==> config.mk <==
export PLATFORM = sky130hd
export DESIGN_NAME = fetch_stage
export DESIGN_NICKNAME = d
export VERILOG_FILES = /design/src/rtl/fetch_stage.sv
export SDC_FILE = /design/constraint.sdc
export NUM_CORES = 1
export LEC_CHECK = 0
export BUFFER_PORTS_ARGS = -buffer_cell sky130_fd_sc_hd__clkbuf_2
export CAP_MARGIN = 20
export CORE_MARGIN = 2
export CORE_UTILIZATION = 45
export DETAILED_ROUTE_END_ITERATION = 12
export PLACE_DENSITY = 0.77
export SYNTH_ARGS = -nofsm -noshare
export SYNTH_HDL_FRONTEND = slang
export SYNTH_SLANG_ARGS = --single-unit
==> constraint.sdc <==
create_clock -name clk -period 2.31 [get_ports clk]
set_input_delay 0.231 -clock clk [delete_from_list [all_inputs] [get_ports clk]]
set_output_delay 0.231 -clock clk [all_outputs]
set_load 0.03 [all_outputs]
==> src/rtl/fetch_stage.sv <==
// Instruction-fetch front end: owns the program counter, drives the instruction
// memory address and registers the returned word into the IF/ID pipeline stage.
module fetch_stage #(
  parameter logic [63:0] RESET_PC  = 64'd0,
  parameter int          MEM_BYTES = 160,
  parameter logic [31:0] NOP_INSTR = 32'h0000_0013
) (
  input  logic        clk,
  input  logic        reset,
  input  logic        stall,
  input  logic        branch_taken,
  input  logic [63:0] branch_target,
  output logic [63:0] inst_address,
  input  logic [31:0] instruction,
  output logic [63:0] if_id_pc,
  output logic [31:0] if_id_instr,
  output logic        if_id_valid,
  output logic        halted,
  output logic        fetch_fault,
  output logic [31:0] fetch_count
);

  localparam logic [0:0]  RUN       = 1'b0;
  localparam logic [0:0]  HALT      = 1'b1;
  localparam logic [63:0] LAST_ADDR = 64'(MEM_BYTES - 4);

  logic [0:0]  state;
  logic [63:0] pc;
  logic [63:0] pc_plus4;
  logic        target_ok;
  logic        pc_ok;

  // IF/ID handshake: if_id_valid marks a real instruction in the register;
  // decode has no ready line, it holds the stage by raising stall (stall is the
  // inverse of ready), and a redirect drops whatever is in flight regardless.
  assign inst_address = pc;
  assign halted       = (state == HALT);
  assign pc_plus4     = pc + 64'd4;
  assign target_ok    = (branch_target[1:0] == 2'b00) && (branch_target <= LAST_ADDR);
  assign pc_ok        = (pc <= LAST_ADDR);

  always_ff @(posedge clk or negedge reset) begin
    if (!reset) begin
      state       <= RUN;
      pc          <= RESET_PC;
      if_id_pc    <= 64'd0;
      if_id_instr <= NOP_INSTR;
      if_id_valid <= 1'b0;
      fetch_fault <= 1'b0;
      fetch_count <= 32'd0;
    end else begin
      case (state)
        RUN: begin
          if (branch_taken) begin
            if_id_valid <= 1'b0;
            if_id_instr <= NOP_INSTR;
            if_id_pc    <= pc;
            if (target_ok) begin
              pc          <= branch_target;
              fetch_fault <= 1'b0;
            end else begin
              fetch_fault <= 1'b1;
              state       <= HALT;
            end
          end else if (!stall) begin
            if (pc_ok) begin
              if_id_pc    <= pc;
              if_id_instr <= instruction;
              if_id_valid <= 1'b1;
              pc          <= pc_plus4;
              if (fetch_count != 32'hFFFF_FFFF) fetch_count <= fetch_count + 32'd1;
            end else begin
              // Ran off the end of the image: park until a redirect arrives.
              if_id_valid <= 1'b0;
              if_id_instr <= NOP_INSTR;
              state       <= HALT;
            end
          end
        end
        HALT: begin
          if_id_valid <= 1'b0;
          if_id_instr <= NOP_INSTR;
          if (branch_taken) begin
            if (target_ok) begin
              pc          <= branch_target;
              fetch_fault <= 1'b0;
              state       <= RUN;
            end else begin
              fetch_fault <= 1'b1;
            end
          end
        end
        default: state <= RUN;
      endcase
    end
  end

endmodule

==> key figures <==
Run status
  • Outcome: complete, no violations

Logic synthesis
  • Main synth FF type: dfrtp_1
  • Number of flops mapped to enable cells by yosys: 0
  • Synth Register Bits: 195
  • Synthesized net count: 715
  • Distinct cells, synth: 42
  • Synth Cell Area: 0.008087 mm2
  • Synth Instances: 613
  • Post-synthesis sequential area ratio: 60.39%
  • Synth Warn #: 0
  • Avg Cell Area, Syn: 13.19 um2
  • Ys async rst share: 100.0%

Detailed routing
  • Final ANT Viol Nets: 0
  • Via Count: 6420
  • Via/cell ratio: 5.220
  • DRC: 0
  • Drt pass-1 iters: 4
  • 1st-iter DRT viols: 301
  • WL per Instance: 18.34 um
  • Drt total wl: 22560 um

Timing
  • Count of final hold-check violations: 0
  • Slew margin rel.: 31.61%
  • Worst Tran Pin Value: 1026 ps
  • Tmin final: 2287 ps
  • Hold WS: 15.33 ps
  • F_max: 0.4372 GHz
  • Tcrit/Tclk final: 99.02%
  • Final Max Slew Viols: 0
  • Post-route setup slack: 22.61 ps
  • Clock Skew: 12.55 ps
  • # setup viols final: 0
  • RSZ-0062 raised after global routing: true

Power
  • Comb power frac: 3.8%
  • Sw Share: 23.60%
  • Clock power share: 44.6%
  • Tot Pwr: 0.006639 W
  • Net Switching: 0.001567 W
  • Seq pwr share: 51.6%
  • Peak supply drop: 503.6 uV
  • Static Leakage: 6.394 nW
  • PwrDens: 587.2 mW/mm2
  • Internal power: 0.005072 W

Critical path
  • CP Cell Sequence: nor4_4 > nand4_1 > a211oi_4 > and3_4 > a21oi_4 > buf_12 > mux2_4
  • Worst EP required: 2620 ps
  • Buffers and inverters on the worst path: 1
  • Kind of capture point of the worst setup path: flop
  • CP arrival: 2600 ps
  • WS Path Type: reg2reg
  • Slowest stage delay, CP: 420 ps
  • Critical Path Source Type: flop
  • R2R setup slack: 20 ps
  • Critical-path top delay cell: dfrtp_1
  • Cell family with most CP delay: simple AND/OR/NAND/NOR gates
  • Worst-path fanout max: 15

Placement
  • Placement Setup Slack: -132.7 ps
  • IO Port Bufs: 294
  • Gpl congestion: 0.8110
  • Dpl hpwl: 16140 um

Clock network
  • Longest Clk Path Bufs: 2
  • CTS tree: yes
  • Clk Latency, worst-skew pair: 430 ps
  • Clock buffers created by TritonCTS: 17
  • Clock sink count: 195
  • Worst-path clk slew: 70 ps
  • Clk root buf: clkbuf_16
  • H-Tree Depth: 4

Flow run
  • Max_cap viols: 0

Floorplan
  • Die extent in y: 138.1 um
  • Starting Density: 45.48%
  • Die width: 138.1 um
  • Core region area: 0.01778 mm2
  • Site Rows: 49
  • DIE AREA: 0.01906 mm2
  • Num ports: 295

GRT
  • Largest net degree at the start of global routing: 70
  • GRT overflow: 0
  • GRT Total Usage: 23.01%
  • Antenna violations before repair: 0
  • Vias in the first global route: 6477
  • First-pass GRT wire length: 35060 um

Cells and area
  • Share of layout cells above drive strength 1: 50.65%
  • Most common cell after layout, fill and taps aside: clkbuf_2
  • Nets: 1090
  • P&R area growth vs syn: 39.81%
  • ANT cells: 0
  • Post-layout util: 63.59%
  • Commonest non-fill, non-tap cells in the layout: clkbuf_2, dfrtp_1, buf_4, mux2_4, and2_1

Min path
  • Hold crit path type: in2reg
[Yosys cell counts (5+ instances only)]
master      n  area, um2
a22o_1     29      254.0
and2_1     48      300.3
and3_1     25      156.4
buf_6       6      67.56
clkbuf_1   17      63.81
dfrtp_1   192       4805
inv_1       9      33.78
mux2_2      6      67.56
mux2_4     60      900.9
nand2_1    26      97.59
nand3_1    18      90.09
nand4_1    25      156.4
nor2_1     22      82.58
nor3_1     16      80.08
nor4_1     39      244.0
xnor2_1     5      43.79
xor2_1     26      227.7
[final cells by class]
class	count	area (um2)
fillers	1358	6474
clock buffers	17	425.4
multi-input cells	382	3188
well taps	229	286.5
repair buffers	383	2316
inverters	9	33.78
flip-flops and latches	195	4886
clock inverters	15	170.2
[power groups by stage]
| stage | combinational [W] | sequential (W) | clock (W) |
|---|---|---|---|
| after floorplan | 0.0000303 | 0.00351 | 0 |
| after global placement | 0.000242 | 0.00349 | 0 |
| after detailed placement | 0.000246 | 0.00349 | 0 |
| after CTS | 0.000250 | 0.00343 | 0.00301 |
| after global routing | 0.000284 | 0.00343 | 0.00318 |
| final | 0.000253 | 0.00343 | 0.00296 |
[per-layer routing]
metal,wire length [um],share of wire (%),GRT usage (%),vias up
met5,0,0,0,-
met4,397,1.8,6.284,0
met3,1508,6.7,6.443,33
met2,10700,47,35.88,251
met1,9956,44,32.00,3170
li1,-,-,-,2966
[through the flow]
stage | area, um2 | TNS [ps] | cells
global route | 11310 | -7726 | 1230
floorplan | 8089 | 0 | 613
global placement | 10400 | -47.78 | 1188
finish | 11310 | 0 | 1230
CTS | 11060 | 0 | 1222
detailed placement | 10400 | -13890 | 1188
[path summary, 6_finish.rpt]
path,from,end,cells after the start
max,inst_address[49],if_id_pc[25],7
min,instruction[3],if_id_instr[3],2
max reg2reg,inst_address[49],if_id_pc[25],7
min reg2reg,fetch_count[28],fetch_count[28],1
max in group asynchronous,reset,inst_address[46],3
min in group asynchronous,reset,if_id_pc[42],2
[what timing repair did]
| item | CTS | global route |
|---|---|---|
| setup endpoints to repair | 145 | 154 |
| setup buffers | 0 | 3 |
| hold endpoints to repair | 65 | 1 |
| pin swaps | 4 | 9 |
| hold buffers | 2 | 1 |
| gates resized for setup | 6 | 21 |
| gates cloned | 0 | 4 |
[kinds of logic after synthesis]
| family | count (synthesis) | share of synthesized area (%) |
|---|---|---|
| flip-flops | 195 | 60.39 |
| XOR/XNOR | 31 | 3.358 |
| multiplexers | 69 | 12.35 |
| buffers and inverters | 36 | 2.290 |
| AND/OR/NAND/NOR | 231 | 16.20 |
| adder cells (fa/ha/maj) | 2 | 0.3094 |
| AO/OA/AOI/OAI | 49 | 5.106 |
[flip-flops by register name, indices dropped and copies added (netlist names)]
name,flops
fetch_count,32
fetch_fault,1
halted,1
if_id_instr,32
if_id_pc,64
if_id_valid,1
inst_address,64
Note: power is estimated with default switching activity, not from simulation.
